$ cat src/rtl/rs485_proto_pkg.sv
// Protocol constants, FSM state types and checksum helper shared by the
// RS485 frame responder and its reply sequencer.
package rs485_proto_pkg;

    localparam logic [7:0] HDR_REQ    = 8'hA5;
    localparam logic [7:0] HDR_RSP    = 8'h5A;
    localparam logic [7:0] ADDR_BCAST = 8'hFF;

    localparam logic [7:0] CMD_WR_LED  = 8'h01;
    localparam logic [7:0] CMD_RD_LED  = 8'h02;
    localparam logic [7:0] CMD_RD_KEY  = 8'h03;
    localparam logic [7:0] CMD_RD_ERR  = 8'h04;
    localparam logic [7:0] CMD_CLR_ERR = 8'h05;

    localparam logic [7:0] RSP_WR_LED  = 8'h81;
    localparam logic [7:0] RSP_RD_LED  = 8'h82;
    localparam logic [7:0] RSP_RD_KEY  = 8'h83;
    localparam logic [7:0] RSP_RD_ERR  = 8'h84;
    localparam logic [7:0] RSP_CLR_ERR = 8'h85;
    localparam logic [7:0] RSP_UNKNOWN = 8'hEE;

    typedef enum logic [3:0] {
        StRxHdr,
        StRxAddr,
        StRxCmd,
        StRxData,
        StRxChk,
        StExec,
        StTurn,
        StTxByte,
        StTxWait
    } rs485_state_e;

    typedef enum logic [1:0] {
        SqIdle,
        SqByte,
        SqWait
    } tx_seq_state_e;

    function automatic logic [7:0] frame_chk(input logic [7:0] a, input logic [7:0] b,
                                             input logic [7:0] c);
        return a + b + c;
    endfunction

endpackage

$ cat src/rtl/rs485_tx_seq.sv
// Reply sequencer: shifts a 5-byte reply frame out to uart_send, one byte per
// tx_en pulse, pacing each byte on the transmitter's busy flag.
module rs485_tx_seq
    import rs485_proto_pkg::*;
#(
    parameter logic [7:0] NODE_ADDR = 8'h01
) (
    input  logic       clk_i,
    input  logic       rst_ni,
    input  logic       start_i,
    input  logic [7:0] rcmd_i,
    input  logic [7:0] rdata_i,
    input  logic       tx_busy_i,
    output logic       tx_en_o,
    output logic [7:0] tx_data_o,
    output logic       done_o
);

    tx_seq_state_e sq_q, sq_d;
    logic [39:0]   shift_q, shift_d;
    logic [2:0]    idx_q, idx_d;
    logic [1:0]    wcnt_q, wcnt_d;
    logic          seen_q, seen_d;
    logic          byte_done;

    always_ff @(posedge clk_i or negedge rst_ni) begin
        if (!rst_ni) begin
            sq_q    <= SqIdle;
            shift_q <= '0;
            idx_q   <= '0;
            wcnt_q  <= '0;
            seen_q  <= 1'b0;
        end else begin
            sq_q    <= sq_d;
            shift_q <= shift_d;
            idx_q   <= idx_d;
            wcnt_q  <= wcnt_d;
            seen_q  <= seen_d;
        end
    end

    // Top byte of the shift register stays on the bus until the byte completes.
    assign tx_data_o = shift_q[39:32];

    always_comb begin
        sq_d      = sq_q;
        shift_d   = shift_q;
        idx_d     = idx_q;
        wcnt_d    = wcnt_q;
        seen_d    = seen_q;
        tx_en_o   = 1'b0;
        done_o    = 1'b0;
        byte_done = 1'b0;

        unique case (sq_q)
            SqIdle: begin
                if (start_i) begin
                    shift_d = {HDR_RSP, NODE_ADDR, rcmd_i, rdata_i,
                               frame_chk(NODE_ADDR, rcmd_i, rdata_i)};
                    idx_d   = '0;
                    sq_d    = SqByte;
                end
            end
            SqByte: begin
                tx_en_o = 1'b1;
                wcnt_d  = '0;
                seen_d  = 1'b0;
                sq_d    = SqWait;
            end
            SqWait: begin
                // A transmitter that never raises busy is assumed to have sent the byte.
                if (!seen_q) begin
                    if (tx_busy_i) begin
                        seen_d = 1'b1;
                    end else if (wcnt_q == 2'd3) begin
                        byte_done = 1'b1;
                    end else begin
                        wcnt_d = wcnt_q + 2'd1;
                    end
                end else if (!tx_busy_i) begin
                    byte_done = 1'b1;
                end

                if (byte_done) begin
                    shift_d = {shift_q[31:0], 8'h00};
                    if (idx_q == 3'd4) begin
                        done_o = 1'b1;
                        sq_d   = SqIdle;
                    end else begin
                        idx_d = idx_q + 3'd1;
                        sq_d  = SqByte;
                    end
                end
            end
            default: sq_d = SqIdle;
        endcase
    end

endmodule

$ cat src/rtl/rs485_frame_responder.sv
// Addressed RS485 slave: parses A5 request frames, executes LED/key commands
// and returns 5A reply frames. RESP_ERR_CNT_EN adds a frame error counter.
module rs485_frame_responder
    import rs485_proto_pkg::*;
#(
    parameter int unsigned CLK_FREQ  = 50000000,
    parameter int unsigned UART_BPS  = 115200,
    parameter logic [7:0]  NODE_ADDR = 8'h01
) (
    input  logic       sys_clk,
    input  logic       sys_rst_n,
    input  logic       rx_done,
    input  logic [7:0] rx_data,
    input  logic       tx_busy,
    output logic       tx_en,
    output logic [7:0] tx_data,
    input  logic [3:0] key_value,
    output logic [3:0] led,
    output logic       frame_ok
);

    localparam int unsigned BT    = CLK_FREQ / UART_BPS * 10;
    localparam int unsigned TMO   = 2 * BT;
    localparam int unsigned CNT_W = $clog2(TMO + 1);

    rs485_state_e     state_q, state_d;
    logic [CNT_W-1:0] cnt_q, cnt_d;
    logic [7:0]       addr_q, addr_d;
    logic [7:0]       cmd_q, cmd_d;
    logic [7:0]       data_q, data_d;
    logic [3:0]       led_q, led_d;
    logic [7:0]       rcmd_q, rcmd_d;
    logic [7:0]       rdata_q, rdata_d;
    logic             tx_start;
    logic             tx_done;
`ifdef RESP_ERR_CNT_EN
    logic [7:0]       err_q;
    logic             err_inc;
    logic             err_clr;
`endif

    always_ff @(posedge sys_clk or negedge sys_rst_n) begin
        if (!sys_rst_n) begin
            state_q <= StRxHdr;
            cnt_q   <= '0;
            addr_q  <= '0;
            cmd_q   <= '0;
            data_q  <= '0;
            led_q   <= '0;
            rcmd_q  <= '0;
            rdata_q <= '0;
        end else begin
            state_q <= state_d;
            cnt_q   <= cnt_d;
            addr_q  <= addr_d;
            cmd_q   <= cmd_d;
            data_q  <= data_d;
            led_q   <= led_d;
            rcmd_q  <= rcmd_d;
            rdata_q <= rdata_d;
        end
    end

`ifdef RESP_ERR_CNT_EN
    always_ff @(posedge sys_clk or negedge sys_rst_n) begin
        if (!sys_rst_n) begin
            err_q <= '0;
        end else if (err_clr) begin
            err_q <= '0;
        end else if (err_inc && err_q != 8'hFF) begin
            err_q <= err_q + 8'd1;
        end
    end
`endif

    always_comb begin
        state_d  = state_q;
        cnt_d    = cnt_q;
        addr_d   = addr_q;
        cmd_d    = cmd_q;
        data_d   = data_q;
        led_d    = led_q;
        rcmd_d   = rcmd_q;
        rdata_d  = rdata_q;
        tx_start = 1'b0;
`ifdef RESP_ERR_CNT_EN
        err_inc  = 1'b0;
        err_clr  = 1'b0;
`endif

        case (state_q)
            StRxHdr: begin
                cnt_d = '0;
                if (rx_done && rx_data == HDR_REQ) begin
                    state_d = StRxAddr;
                end
            end
            StRxAddr, StRxCmd, StRxData, StRxChk: begin
                if (rx_done) begin
                    cnt_d = '0;
                    case (state_q)
                        StRxAddr: begin
                            addr_d  = rx_data;
                            state_d = StRxCmd;
                        end
                        StRxCmd: begin
                            cmd_d   = rx_data;
                            state_d = StRxData;
                        end
                        StRxData: begin
                            data_d  = rx_data;
                            state_d = StRxChk;
                        end
                        default: begin
                            if (rx_data != frame_chk(addr_q, cmd_q, data_q)) begin
                                state_d = StRxHdr;
`ifdef RESP_ERR_CNT_EN
                                err_inc = 1'b1;
`endif
                            end else if (addr_q == NODE_ADDR || addr_q == ADDR_BCAST) begin
                                state_d = StExec;
                            end else begin
                                state_d = StRxHdr;
                            end
                        end
                    endcase
                end else if (cnt_q == CNT_W'(TMO - 1)) begin
                    // Line went quiet mid-frame: drop the partial frame.
                    cnt_d   = '0;
                    state_d = StRxHdr;
`ifdef RESP_ERR_CNT_EN
                    err_inc = 1'b1;
`endif
                end else begin
                    cnt_d = cnt_q + 1'b1;
                end
            end
            StExec: begin
                case (cmd_q)
                    CMD_WR_LED: begin
                        led_d   = data_q[3:0];
                        rcmd_d  = RSP_WR_LED;
                        rdata_d = {4'd0, data_q[3:0]};
                    end
                    CMD_RD_LED: begin
                        rcmd_d  = RSP_RD_LED;
                        rdata_d = {4'd0, led_q};
                    end
                    CMD_RD_KEY: begin
                        rcmd_d  = RSP_RD_KEY;
                        rdata_d = {4'd0, key_value};
                    end
`ifdef RESP_ERR_CNT_EN
                    CMD_RD_ERR: begin
                        rcmd_d  = RSP_RD_ERR;
                        rdata_d = err_q;
                    end
                    CMD_CLR_ERR: begin
                        err_clr = 1'b1;
                        rcmd_d  = RSP_CLR_ERR;
                        rdata_d = 8'h00;
                    end
`endif
                    default: begin
                        rcmd_d  = RSP_UNKNOWN;
                        rdata_d = cmd_q;
                    end
                endcase
                cnt_d   = '0;
                state_d = (addr_q == ADDR_BCAST) ? StRxHdr : StTurn;
            end
            StTurn: begin
                if (cnt_q == CNT_W'(BT - 1)) begin
                    cnt_d   = '0;
                    state_d = StTxByte;
                end else begin
                    cnt_d = cnt_q + 1'b1;
                end
            end
            StTxByte: begin
                tx_start = 1'b1;
                state_d  = StTxWait;
            end
            StTxWait: begin
                if (tx_done) begin
                    state_d = StRxHdr;
                end
            end
            default: state_d = StRxHdr;
        endcase
    end

    assign led      = led_q;
    assign frame_ok = (state_q == StExec);

    rs485_tx_seq #(
        .NODE_ADDR (NODE_ADDR)
    ) u_tx_seq (
        .clk_i     (sys_clk),
        .rst_ni    (sys_rst_n),
        .start_i   (tx_start),
        .rcmd_i    (rcmd_q),
        .rdata_i   (rdata_q),
        .tx_busy_i (tx_busy),
        .tx_en_o   (tx_en),
        .tx_data_o (tx_data),
        .done_o    (tx_done)
    );

endmodule
$ cat config.mk
export PLATFORM = sky130hd
export DESIGN_NAME = rs485_frame_responder
export DESIGN_NICKNAME = d
export VERILOG_FILES = /design/src/rtl/rs485_proto_pkg.sv /design/src/rtl/rs485_tx_seq.sv /design/src/rtl/rs485_frame_responder.sv
export SDC_FILE = /design/constraint.sdc
export NUM_CORES = 1
export LEC_CHECK = 0
export ABC_CLOCK_PERIOD_IN_PS = 7200
export BUFFER_PORTS_ARGS = -buffer_cell sky130_fd_sc_hd__buf_4
export CAP_MARGIN = 10
export CORE_ASPECT_RATIO = 0.6
export CORE_MARGIN = 5
export CORE_UTILIZATION = 50
export DETAILED_ROUTE_END_ITERATION = 16
export GPL_ROUTABILITY_DRIVEN = 0
export PLACE_DENSITY = 0.67
export SLEW_MARGIN = 20
export SYNTH_ARGS = -nofsm -noshare
export SYNTH_HDL_FRONTEND = slang
export SYNTH_HIERARCHICAL = 1
export SYNTH_SLANG_ARGS = --single-unit
export TNS_END_PERCENT = 20
$ cat constraint.sdc
create_clock -name sys_clk -period 7.2 [get_ports sys_clk]
set_input_delay 1.08 -clock sys_clk [delete_from_list [all_inputs] [get_ports sys_clk]]
set_output_delay 1.08 -clock sys_clk [all_outputs]
set_load 0.05 [all_outputs]
* Word level (Yosys, flattened, before mapping) *
Cells that the tools add are included.

storage, ports and cells
  flip-flop bits (word level) = 110
  input port bits = 16
  output and inout bits = 14
  logic and storage cells = 113

operators by class
  $add $sub $neg = 7
  eq/ne operators = 31
  muxes and demuxes = 44
  reduce and logical (&&, ||, !) cells = 18

operator list
  operator               number
  $mux 40                2
  $pmux 40 s2            1
  $mux 14                3
  $pmux 14 s3            1
  $add 8x8->8            3
  $pmux 4 s6             1
  $pmux 8 s3             1
  $pmux 7 s3             1
  $mux 4                 5
  $mux 3                 6
  $eq 4x3->1 const B     4
  $eq 8x1->1 const B     2
  $eq 8x2->1 const B     2
  $eq 8x8->1 const B     2
  $ne 2x2->1 const B     8
  $add 14x1->14 const B  1
  $eq 14x13->1 const B   1
  $eq 14x14->1 const B   1
  $mux 1                 13
  $reduce_and 3->1       4
  $reduce_and 4->1       3
  $mux 2                 5
  $pmux 3 s3             1
  $add 1x8->8 const A    1
  24 further kinds       28

* Logic depth before layout (Yosys ltp) *
  depth in word-level cells = 9
  depth in mapped cells = 12
  gate-level depth less buffers = 11

* Cells and area by module *
The synthesis kept the hierarchy.

by module, submodules not included
  module                 times used  cells each  area an instance (sq um)  seq. area each (sq um)
  rs485_frame_responder  1           312         3316.9                    1451.4
  rs485_tx_seq           1           228         2472.4                    1201.2

* Least setup slack after synthesis *
Ideal clock, no wire load.

  path type = reg2reg
  start point = reg cmd_q[0]
  end point = reg state_q[0]
  library setup time = 0.079 ns
  arrival = 2.830 ns
  required time = 7.121 ns
  setup slack = 4.291 ns
  stages on the path, launching flop included = 13
  buffers on the path = 1
  period minus slack after synthesis = 2.909 ns
  cells stage by stage = dfrtp_1 > clkbuf_1 > inv_1 > fa_1 > inv_1 > ha_1 > fa_1 > xor2_1 > nor4_1 > nand3_1 > a2111oi_0 > a41oi_1 > mux2i_1

between the ends
  cells in the longest elaborated chain, start to end = 7

RTL lines
  what                      RTL line                      RTL
  start, declared           rs485_frame_responder.sv:29   logic [7:0] cmd_q, cmd_d;
  start signal, assigned    rs485_frame_responder.sv:56   cmd_q <= cmd_d;
  $add 8x8->8 (2 in a row)  rs485_proto_pkg.sv:42         return a + b + c;
  $ne 8x8->1                rs485_frame_responder.sv:115  if (rx_data != frame_chk(addr_q, cmd_q, data_q)) begin
  $mux 3                    rs485_frame_responder.sv:115
  $pmux 3 s3                rs485_frame_responder.sv:101  case (state_q)
  $mux 4                    rs485_frame_responder.sv:99   if (rx_done) begin
  $pmux 4 s6                rs485_frame_responder.sv:91   case (state_q)
  end signal, assigned      rs485_frame_responder.sv:44   state_q <= StRxHdr;
  end signal, assigned      rs485_frame_responder.sv:53   state_q <= state_d;
  end, declared             rs485_frame_responder.sv:26   rs485_state_e state_q, state_d;

No other way between the ends.
A chain may end at the register's enable or synchronous reset.

* Worst setup path after layout *
  start point = reg cmd_q[1]
  end point = reg state_q[0]

Same word-level chain as after synthesis.

==> results.txt <==
fraction of registers with async set/reset: 100%
Tcrit/Tclk final: 44.9%
status: completed
critical path, cell by cell: fa_1 > ha_1 > fa_1 > xor2_1 > nor4_1 > nand3_1 > a2111oi_0 > a41oi_1 > mux2i_1
row count: 30
Max Fclk: 309 MHz
Ys Warns: 6
setup_tns: 0 ns
Static Leak: 0.00280 µW
H-tree levels: 3
routed vias: 4021
P&R area growth vs syn: 10.2%
Worst-Skew Late Latency: 0.35 ns
relative slew slack: 39.3%
crit path max fanout: 12
Routed met3 length: 558 µm
cell mode on critical path: fa_1
Pre-antenna DRT Iters: 5
unrepaired setup endpoints after global routing: false
Tmin final: 3.23 ns
NumNets Final: 604
top sig layer: met4
Final HPWL DP: 8800 µm
CP top delay family: adder cells
DIE AREA: 13900 µm²
Final Cell Area: 6380 µm²
Post-synth EDFFs: 0
CP bufs+invs: 0
clock-pin slew on the worst setup and hold paths: 0.07 ns
post-cts sizing count: 0
ANT nets after route: 0
worst slack at placement: 4.05 ns
Synth Flop Type: dfrtp_1
hold-critical path endpoint: u_tx_seq/shift_q[1]
reg-to-reg startpoint: cmd_q[1]
Slowest-stage cell, CP: dfrtp_1
most common cell after layout, fill and taps aside: dfrtp_1
core footprint: 11300 µm²
post-route DRC violation count: 0
Critical R2R Capture: state_q[0]
DRT Wirelength: 12300 µm
initial antenna violation count: 0
crit path DAT: 3.51 ns
Sink Count: 106
wire length on met2: 5350 µm
vias per inst: 5.57
Distinct cells, synth: 64
Peak VDD IR: 262 µV
clk root buf: clkbuf_16
Reg2Reg Depth: 9
worst stage delay on the critical path: 0.59 ns
Final setup viols: 0
worst setup slack after layout: 3.97 ns
sequential element share of the synthesized area: 45.8%
first-pass GRT wire length: 21300 µm
Die W: 149 µm
Antenna Cells: 0
CTS hold repair buffers: 0
initial drt markers: 308
CP Capture Type: register
Avg WL per Cell: 17.1 µm
pin count of the biggest net entering global routing: 73
Clock Path Buffers: 2
layout cell share with drive strength beyond 1: 16.7%
Pwr Density: 491 nW/µm²
Max Cap Viol: 0
postcts setup bufs: 0
synthesized flop and latch total: 106
DRT met1 WL: 6360 µm
CP Launch Type: register
Worst Tran Pin Value: 0.910 ns
CTS Buf Count: 9
Final Max Slew Viols: 0
Syn Inst Count: 540
critical path class: register to register
Mapped Area: 5790 µm²
grt total ovfl: 0
GRT Resource Usage Total: 19.2%
register-to-register setup slack: 3.97 ns
final hold violation count: 0
Die Height: 93.4 µm
worst hold path class: register to register
hold depth: 2
commonest non-fill, non-tap cells in the layout: 106 x dfrtp_1, 52 x nand2_1, 36 x o21ai_0
Placement Cell Area: 6080 µm²
Setup Skew: 0.0127 ns
Initial Utilization: 51.2%
vias in the first global route: 4065
IO buf count: 29
HP Start: u_tx_seq/shift_q[1]
# IOs: 30
TritonCTS clock tree: built
Critical Path RT: 7.47 ns
average size of a mapped cell: 10.7 µm²
## layer usage
layer  global-route usage, %  vias up
met2                    27.8       76
met4                    4.04        0
li1                        -     1952
met1                    29.5     1988
met3                    4.02        5
met5                       0        -
## worst reg2reg max path, cell delays in order, from the launching register on
cell	delay, ns
dfrtp_1	0.59
fa_1	0.50
ha_1	0.25
fa_1	0.45
xor2_1	0.17
nor4_1	0.24
nand3_1	0.12
a2111oi_0	0.47
a41oi_1	0.22
mux2i_1	0.16
## through the flow
step	hold WS, ns	power (µW)	instances	utilization, %
global placement	0.461	2570	706	53.8
CTS	0.482	3150	722	56.5
detailed placement	0.466	2630	706	53.8
finish	0.483	3130	722	56.5
global route	0.510	3420	722	56.5
floorplan	0.448	2320	541	-
## Yosys cell counts (all sizes together) (2+ instances only)
| master | count | area [µm²] |
|---|---|---|
| o21a | 3 | 22.5 |
| nor4 | 4 | 25.0 |
| o31ai | 4 | 30.0 |
| mux2i | 20 | 200 |
| o41ai | 2 | 25.0 |
| buf | 20 | 131 |
| a22o | 15 | 131 |
| nor2 | 31 | 116 |
| clkbuf | 9 | 33.8 |
| o211ai | 2 | 15.0 |
| ha | 22 | 275 |
| or3 | 4 | 25.0 |
| fa | 9 | 180 |
| o22ai | 5 | 31.3 |
| a2bb2oi | 3 | 26.3 |
| a22oi | 2 | 15.0 |
| nand4 | 5 | 31.3 |
| nor3 | 10 | 60.1 |
| nand2b | 5 | 31.3 |
| nand3 | 8 | 40.0 |
| and3 | 2 | 12.5 |
| a21o | 6 | 45.0 |
| a2111oi | 2 | 23.8 |
| or2 | 3 | 18.8 |
| inv | 21 | 78.8 |
| o21ai | 37 | 189 |
| o32a | 2 | 21.3 |
| dfrtp | 106 | 2650 |
| xnor2 | 19 | 166 |
| o22a | 5 | 43.8 |
| nand2 | 52 | 195 |
| o21bai | 3 | 33.8 |
| a31oi | 5 | 31.3 |
| xor2 | 14 | 123 |
| a21oi | 22 | 114 |
| and4 | 3 | 26.3 |
| or4b | 3 | 33.8 |
| mux2 | 30 | 338 |
| nor2b | 8 | 50.1 |
## how the worst max path moves through the flow
stage              from          to  cells past startpoint
2_1_floorplan  cmd_q[0]  state_q[0]                     12
3_3_place_gp   cmd_q[1]  state_q[0]                      9
3_5_place_dp   cmd_q[1]  state_q[0]                      9
4_1_cts        cmd_q[1]  state_q[0]                      9
5_1_grt        cmd_q[1]  state_q[0]                      9
6_report       cmd_q[1]  state_q[0]                      9
## power by group
part / switching (µW) / internal, µW
Combinational: 861 / 731
Sequential: 230 / 811
Clock: 220 / 280
Total: 1310 / 1820
## area by class of cell
class / count / area, µm²
tap: 160 / 200
multi-input combinational: 385 / 2900
timing repair buffer: 34 / 255
sequential: 106 / 2650
fill: 968 / 4920
clock buffer: 12 / 246
inverter: 21 / 78.8
clock inverter: 4 / 51.3
## state kept, by name, summed over array words and instances (netlist names), 4 cells and up
name and cells:
addr_q 8, cmd_q 8, cnt_q 14, data_q 8, led 4, rcmd_q 4
rdata_q 8, state_q 4, u_tx_seq/shift_q 40
## cells by family (layout without fill, tap and decap cells)
kind of cell / after synthesis / in the layout / share of synthesized area (%)
AOI/OAI and AO/OA: 125 / 125 / 15.0
xor gates and xnor gates: 33 / 33 / 4.99
adders and majority gates: 31 / 31 / 7.87
buffers and inverters: 50 / 71 / 4.21
DFF: 106 / 106 / 45.8
muxes: 50 / 50 / 9.29
other: 1 / 2 / 0.0648
and+or+nand+nor: 144 / 144 / 12.7
Note: power is estimated with default switching activity, not from simulation.
